--- src/rtl/conv_input_loader.sv ---
// ============================================================================
// Module      : conv_input_loader
// Description : Packs a raster 8-bit pixel stream into 32-bit words, writes
//               them to the conv engine input memory, then starts the engine
//               and reports its completion. Optional WAIT-state timeout is
//               enabled with the CONV_LOADER_TIMEOUT_EN macro.
// Revision    : 1.0 - initial release
// ============================================================================
`default_nettype none

module conv_input_loader #(
  parameter int DSIZE   = 256,
  parameter int AW      = $clog2(DSIZE) - 2,
  parameter int TIMEOUT = 65535
) (
  input  logic          clk,
  input  logic          rst_n,
  input  logic [7:0]    data_width,
  input  logic [7:0]    data_hight,
  input  logic          load_req,
  input  logic [7:0]    s_pix,
  input  logic          s_valid,
  output logic          s_ready,
  output logic [AW-1:0] mi_addr,
  output logic [31:0]   mi_data,
  output logic          mi_wr,
  output logic          conv_start,
  input  logic          conv_done,
  output logic          busy,
  output logic          done,
  output logic          err
);

  typedef enum logic [2:0] {
    ST_IDLE  = 3'd0,
    ST_LOAD  = 3'd1,
    ST_START = 3'd2,
    ST_WAIT  = 3'd3,
    ST_DONE  = 3'd4
  } state_t;

  localparam logic [16:0] DSIZE_LIM = 17'(DSIZE);

  state_t        state_q;
  logic [15:0]   total_q;
  logic [15:0]   pc_q;
  logic [AW-1:0] wa_q;
  logic [31:0]   pack_q;
  logic [31:0]   pack_d;
  logic          s_ready_q;
  logic [AW-1:0] mi_addr_q;
  logic [31:0]   mi_data_q;
  logic          mi_wr_q;
  logic          conv_start_q;
  logic          busy_q;
  logic          done_q;
  logic          err_q;

`ifdef CONV_LOADER_TIMEOUT_EN
  localparam logic [15:0] TIMEOUT_LAST = 16'(TIMEOUT - 1);
  logic [15:0] tcnt_q;
`endif

  logic [15:0] w_total;
  logic        w_xfer;
  logic        w_last;

  assign w_total = 16'(data_width) * 16'(data_hight);
  assign w_xfer  = s_valid & s_ready_q;
  assign w_last  = (pc_q == (total_q - 16'd1));

  // Pack register is cleared after each word, so lanes can simply be OR-ed in.
  always_comb begin
    pack_d = pack_q | ({24'd0, s_pix} << {pc_q[1:0], 3'b000});
  end

  always_ff @(posedge clk or posedge rst_n) begin
    if (rst_n) begin
      state_q      <= ST_IDLE;
      total_q      <= '0;
      pc_q         <= '0;
      wa_q         <= '0;
      pack_q       <= '0;
      s_ready_q    <= 1'b0;
      mi_addr_q    <= '0;
      mi_data_q    <= '0;
      mi_wr_q      <= 1'b0;
      conv_start_q <= 1'b0;
      busy_q       <= 1'b0;
      done_q       <= 1'b0;
      err_q        <= 1'b0;
`ifdef CONV_LOADER_TIMEOUT_EN
      tcnt_q       <= '0;
`endif
    end else begin
      mi_wr_q      <= 1'b0;
      conv_start_q <= 1'b0;
      done_q       <= 1'b0;

      case (state_q)
        ST_IDLE: begin
          if (load_req) begin
            total_q <= w_total;
            if ((w_total == 16'd0) || ({1'b0, w_total} > DSIZE_LIM)) begin
              err_q <= 1'b1;
            end else begin
              err_q     <= 1'b0;
              pc_q      <= '0;
              wa_q      <= '0;
              pack_q    <= '0;
              s_ready_q <= 1'b1;
              busy_q    <= 1'b1;
              state_q   <= ST_LOAD;
            end
          end
        end

        ST_LOAD: begin
          if (w_xfer) begin
            pc_q <= pc_q + 16'd1;
            if ((pc_q[1:0] == 2'd3) || w_last) begin
              mi_wr_q   <= 1'b1;
              mi_addr_q <= wa_q;
              mi_data_q <= pack_d;
              wa_q      <= wa_q + 1'b1;
              pack_q    <= '0;
            end else begin
              pack_q <= pack_d;
            end
            if (w_last) begin
              s_ready_q <= 1'b0;
              state_q   <= ST_START;
            end
          end
        end

        ST_START: begin
          conv_start_q <= 1'b1;
          state_q      <= ST_WAIT;
`ifdef CONV_LOADER_TIMEOUT_EN
          tcnt_q       <= '0;
`endif
        end

        ST_WAIT: begin
          if (conv_done) begin
            done_q  <= 1'b1;
            state_q <= ST_DONE;
          end
`ifdef CONV_LOADER_TIMEOUT_EN
          else if (tcnt_q == TIMEOUT_LAST) begin
            err_q   <= 1'b1;
            busy_q  <= 1'b0;
            state_q <= ST_IDLE;
          end else begin
            tcnt_q <= tcnt_q + 16'd1;
          end
`endif
        end

        ST_DONE: begin
          busy_q  <= 1'b0;
          state_q <= ST_IDLE;
        end

        default: begin
          s_ready_q <= 1'b0;
          busy_q    <= 1'b0;
          state_q   <= ST_IDLE;
        end
      endcase
    end
  end

  assign s_ready    = s_ready_q;
  assign mi_addr    = mi_addr_q;
  assign mi_data    = mi_data_q;
  assign mi_wr      = mi_wr_q;
  assign conv_start = conv_start_q;
  assign busy       = busy_q;
  assign done       = done_q;
  assign err        = err_q;

endmodule

`default_nettype wire

--- config.mk ---
export PLATFORM = sky130hd
export DESIGN_NAME = conv_input_loader
export DESIGN_NICKNAME = d
export VERILOG_FILES = /design/src/rtl/conv_input_loader.sv
export SDC_FILE = /design/constraint.sdc
export NUM_CORES = 1
export LEC_CHECK = 0
export CAP_MARGIN = 0
export CORE_UTILIZATION = 53
export DETAILED_ROUTE_END_ITERATION = 6
export HOLD_SLACK_MARGIN = 0.06
export PLACE_DENSITY = 0.78
export REMOVE_ABC_BUFFERS = 1
export SLEW_MARGIN = 20
export SYNTH_ARGS = -nofsm -noshare
export SYNTH_HDL_FRONTEND = slang
export SYNTH_SLANG_ARGS = --single-unit
--- constraint.sdc ---
create_clock -name clk -period 3.5 [get_ports clk]
set_input_delay 0.35 -clock clk [delete_from_list [all_inputs] [get_ports clk]]
set_output_delay 0.35 -clock clk [all_outputs]
set_load 0.02 [all_outputs]
[Yosys cells after proc, flatten, opt, wreduce, memory -nomap -nowiden]
Cells that the tools add are included.
Operators by class
  $lt $le $gt $ge: 1
  $mul: 1
  add/sub/neg operators: 3
  shift-type cells: 1
  equal/unequal tests: 12
  bitwise operators: 4
  multiplexer cells: 33
  reduce and logical (&&, ||, !) cells: 14
Operator list (count)
  two-way mux 32 bit: 4
  case mux 32 bit (2 select lines): 1
  two-way mux 16 bit: 3
  bitwise OR 32 bit: 1
  case mux 16 bit (2 select lines): 1
  left shift 8 x 5 -> 32 bit: 1
  two-way mux 6 bit: 4
  adder 16 x 1 -> 16 bit (second input constant): 1
  == test 16 bit: 1
  greater-than comparator 16 x 9 -> 1 bit (second input constant): 1
  zero test 16 bit: 1
  multiplier 8 x 8 -> 16 bit: 1
  subtractor 16 x 1 -> 16 bit (second input constant): 1
  two-way mux 3 bit: 5
  AND reduction 5 bit: 3
  != test 2 bit (second input constant): 6
  case mux 3 bit (4 select lines): 1
  case mux 6 bit (2 select lines): 1
  two-way mux 1 bit: 11
  adder 6 x 1 -> 6 bit (second input constant): 1
  == test 3 x 2 -> 1 bit (second input constant): 2
  AND reduction 3 bit: 2
  OR reduction 3 bit: 2
  AND reduction 4 bit: 1
  other kinds (11): 13
Word-level totals
  bits of input ports: 29
  output and inout port bits: 44
  bits in registers: 117
  logic and storage cells: 82

[Logic depth before layout (Yosys ltp)]
  depth after elaboration: 6
  depth in mapped cells: 21
  depth with buffers taken out: 19

[Worst setup path before layout]
Ideal clock, no wire load.
  path kind: input-to-reg
  from: input port data_width[0]
  to: register pc_q[10]
  arrival: 5.279 ns
  path slack: -1.910 ns
  buffers on the path: 1
  stages on the path: 19
  library setup time: 0.132 ns
  required time: 3.368 ns
  path through: nand2_1 -> fa_1 -> fa_1 -> inv_1 -> fa_1 -> inv_1 -> fa_1 -> inv_1 -> ha_1 -> and2_1 -> a221o_1 -> nor2_1 -> a2bb2oi_1 -> a221o_1 -> or2_2 -> nor4_1 -> nor2b_1 -> clkbuf_1 -> nor2_1
Between the ends
  word-level cells in the longest chain between the ends: 5
  elaborated cells between the ends (all ways): 6
  classes of those cells: mul (1); order compare (1); eq/ne (1); reduce/logical (3)
RTL lines
  from (decl): RTL line 18  | input logic [7:0] data_width,
  multiplier 8 x 8 -> 16 bit *: RTL line 68  | assign w_total = 16'(data_width) * 16'(data_hight);
  greater-than comparator 16 x 9 -> 1 bit or zero test 16 bit (tied branches): RTL line 104  | if ((w_total == 16'd0) || ({1'b0, w_total} > DSIZE_LIM)) begin
  logical OR 1 bit *: RTL line 104
  != test 2 bit (no line) *
  AND reduction 4 bit (no line) *
  to (signal assigned): RTL line 120  | pc_q <= pc_q + 16'd1;
  to (decl): RTL line 46  | logic [15:0] pc_q;
Every way passes the cells marked *; elsewhere a longest branch is shown, timed or not.
A chain may end at the register's enable or synchronous reset.

[Worst setup path after layout]
  from: input port data_width[7]
  to: register pc_q[14]
Same word-level chain as after synthesis.

==> impl_metrics.ini <==
[run_status]
status = complete, but fails checks
violations = setup timing

[worst_setup_path]
path_class = in2reg
cp_data_required_time_ps = 3850
worstSetupStartpointType = input port
endpoint_kind = flip-flop
r2r_cells = 11
crit_arrival_ps = 5360
crit_fanout = 6

[global_route]
grt_pass1_vias = 7009
grt_overflow = 0
grt_max_degree = 59
grt_pass1_wl_mm = 33.8
grt_usage_pct = 28.8
antenna_found_initial = 0

[synth]
syn_inst = 827
async_reset_ff_share_pct = 100
syn_area_mm2 = 0.00770
synth_cell_type_count = 63
synth_seq_area_share_pct = 38.0
synth_edf_count = 0
syn_area_per_cell_um2 = 9.31
ys.warnings.count = 0
synthFlopType = dfrtp_1
ys_ff_latch = 117

[final_layout]
drive_above_1_share_pct = 26.4
finalCoreUtilization_pct = 74.7
syn_to_final_growth_pct = 36.2
antennaDiodeCount = 0
num-nets-final = 1095
layoutNonFillerInstCount = 1182

[timing]
fin_hold_ws_ps = 377
hold_violations = 0
setup_viol = 66
rsz0062_at_grt = yes
fin_crit_ps = 5010
layout_setup_ws_ps = -1510
finalCritPeriodShare_pct = 143
worst_pin_slew_ps = 801
totalNegativeSetupSlack_ps = -81750
slew_headroom_pct = 46.6
slew_viol_final = 0
fmax_mhz = 200
finClkSkew_ps = 10.3

[routing]
drc = 0
viasPerCell = 6.00
drt_iter0_drc = 760
avgRoutedWirePerCell_um = 18.4
via_count = 7094
first_pass_iters = 5
antenna_left = 0
wirelength_mm = 21.8

[power_and_ir_drop]
p_per_area_mw_per_mm2 = 748
p_sw_w = 0.00299
power_frac_comb_pct = 50.6
swShare_pct = 38.1
seq_power_share_pct = 24.9
peakVddDrop_mv = 0.483
clockPowerShare_pct = 24.5
fin_total_pwr_w = 0.00785
cellLeakagePower_nw = 4.94
intPower_w = 0.00486

[die]
die_w_um = 123
core_mm2 = 0.0140
dieArea_mm2 = 0.0150
fp.dieH_um = 123
io_pins = 73
rows = 43
start_util_pct = 54.9

[clocking]
htreeDepth = 4
clockBufferDepth = 2
clk_latency_ps = 420
cts_tree = done
clock-sinks = 117
cts_buffers = 17
clk_pin_slew_ps = 50
cts_root_buffer = clkbuf_16

[placed_design]
dp.cells = 1129
portBuffers = 72
gp_congestion = 0.874
place_hpwl_mm = 12.6

[min_path]
hold_class = in2async

[flow_run]
drv_cap = 0
-- flip-flops by register name (all words and copies together) (netlist names) --
register / count
pc_q: 16
total_q: 16
pack_q: 32
conv_start: 1
wa_q: 6
mi_wr: 1
mi_addr: 6
busy: 1
done: 1
state_q: 3
err: 1
mi_data: 32
s_ready: 1
-- through the flow --
stage / cell area (µm²) / setup WS [ps]
final: 10500 / -1510
after global routing: 10500 / -1680
after CTS: 10400 / -1330
after detailed placement: 9170 / -2590
after global placement: 9170 / -2510
after floorplan: 7500 / -2750
-- layout make-up --
type                            count  area, µm²
Clock buffer                       22        474
Multi-Input combinational cell    606       4720
Inverter                           64        243
Sequential cell                   117       2930
Clock inverter                      8        173
Timing Repair Buffer              185       1730
Fill cell                         847       3550
Tap cell                          180        225
-- cells in the final DEF, fill, tap and decap left out, types with 4 or more instances in the layout --
cell,count
and2_4,14
nor2_2,7
mux2i_1,5
bufinv_16,5
a31oi_1,32
nor2b_1,8
a21oi_2,10
o21ai_0,12
buf_12,5
nand3_1,12
dfrtp_1,117
nand2_2,4
a21o_1,8
fa_2,5
o21ai_2,7
mux2_2,13
inv_1,57
and2_1,42
buf_4,90
ha_1,35
inv_2,6
nand4_1,10
fa_1,31
and3_1,5
nor3_1,8
buf_6,22
xnor2_1,16
buf_2,4
o211ai_1,6
clkdlybuf4s50_1,56
nor2_1,95
o21ai_1,5
xor2_1,16
nor4_1,5
a21oi_1,74
nand2_1,35
ha_4,4
clkbuf_16,17
-- final timing paths --
check	slack, ps	from	to
worst max-delay path	-1510	data_width[7]	pc_q[14]$_DFFE_PP0P_
worst min-delay path	380	rst_n	pack_q[19]$_DFFE_PP0P_
worst max register to register	30	total_q[3]$_DFFE_PP0P_	mi_data[30]$_DFFE_PP0P_
worst min register to register	490	busy$_DFFE_PP0P_	busy$_DFFE_PP0P_
max in group asynchronous	2330	rst_n	pc_q[13]$_DFFE_PP0P_
min in group clk	400	data_width[0]	total_q[0]$_DFFE_PP0P_
-- Yosys cell counts (10+ instances only) --
library cell	number	share of area (%)
dfrtp_1	117	38
nor2_1	102	5.0
a21oi_1	84	5.5
inv_1	64	3.1
and2_1	56	4.5
nand2_1	40	1.9
ha_1	39	6.3
fa_1	36	9.4
a31oi_1	35	2.8
o21ai_0	22	1.4
clkbuf_1	18	0.88
xnor2_1	17	1.9
xor2_1	16	1.8
mux2_2	15	2.2
nand3_1	13	0.84
nand4_1	10	0.81
nor2b_1	10	0.81
nor3_1	10	0.65
-- metal layers --
metal	track usage (%)	share of wire, %	vias up
met3	4.97	4.9	86
li1	-	-	3193
met5	0	0	-
met4	12.4	3.6	0
met2	49.4	51	316
met1	35.7	41	3499
-- power groups by stage --
stage,clock network (W),logic [W],registers [W]
6_report,0.00193,0.00397,0.00196
5_1_grt,0.00199,0.00431,0.00199
4_1_cts,0.00191,0.00375,0.00193
3_5_place_dp,0,0.00319,0.00195
3_3_place_gp,0,0.00312,0.00193
2_1_floorplan,0,0.00180,0.00202
-- worst max-delay path: stages --
cell             delay [ps]
clkdlybuf4s15_2         200
and2_4                  150
fa_1                    500
fa_1                    500
fa_1                    490
inv_1                    50
fa_1                    500
inv_2                    60
ha_4                    270
a21o_1                  170
and2_4                  190
a21oi_2                  50
mux2_4                  270
a221o_1                 330
nor4_2                  310
buf_4                   200
buf_6                   120
o21ai_2                  60
buf_6                   150
nor4_1                  260
o21ba_2                 170
-- repair_timing --
item | in CTS | in global routing
endpoints found under the setup margin | 76 | 102
hold endpoints to repair | 0 | 0
hold buffers | 0 | 0
gates cloned | 2 | 0
resized for setup | 185 | 24
setup buffers | 17 | 6
pin swaps | 63 | 14
-- cells by family after synthesis --
family	share of synthesized area (%)
simple gates	17.9
compound gates	15.9
flops	38.0
buf+inv	5.70
fa+ha+maj	15.7
xor+xnor	3.75
mux	2.99
(Power assumes the default switching activity.)
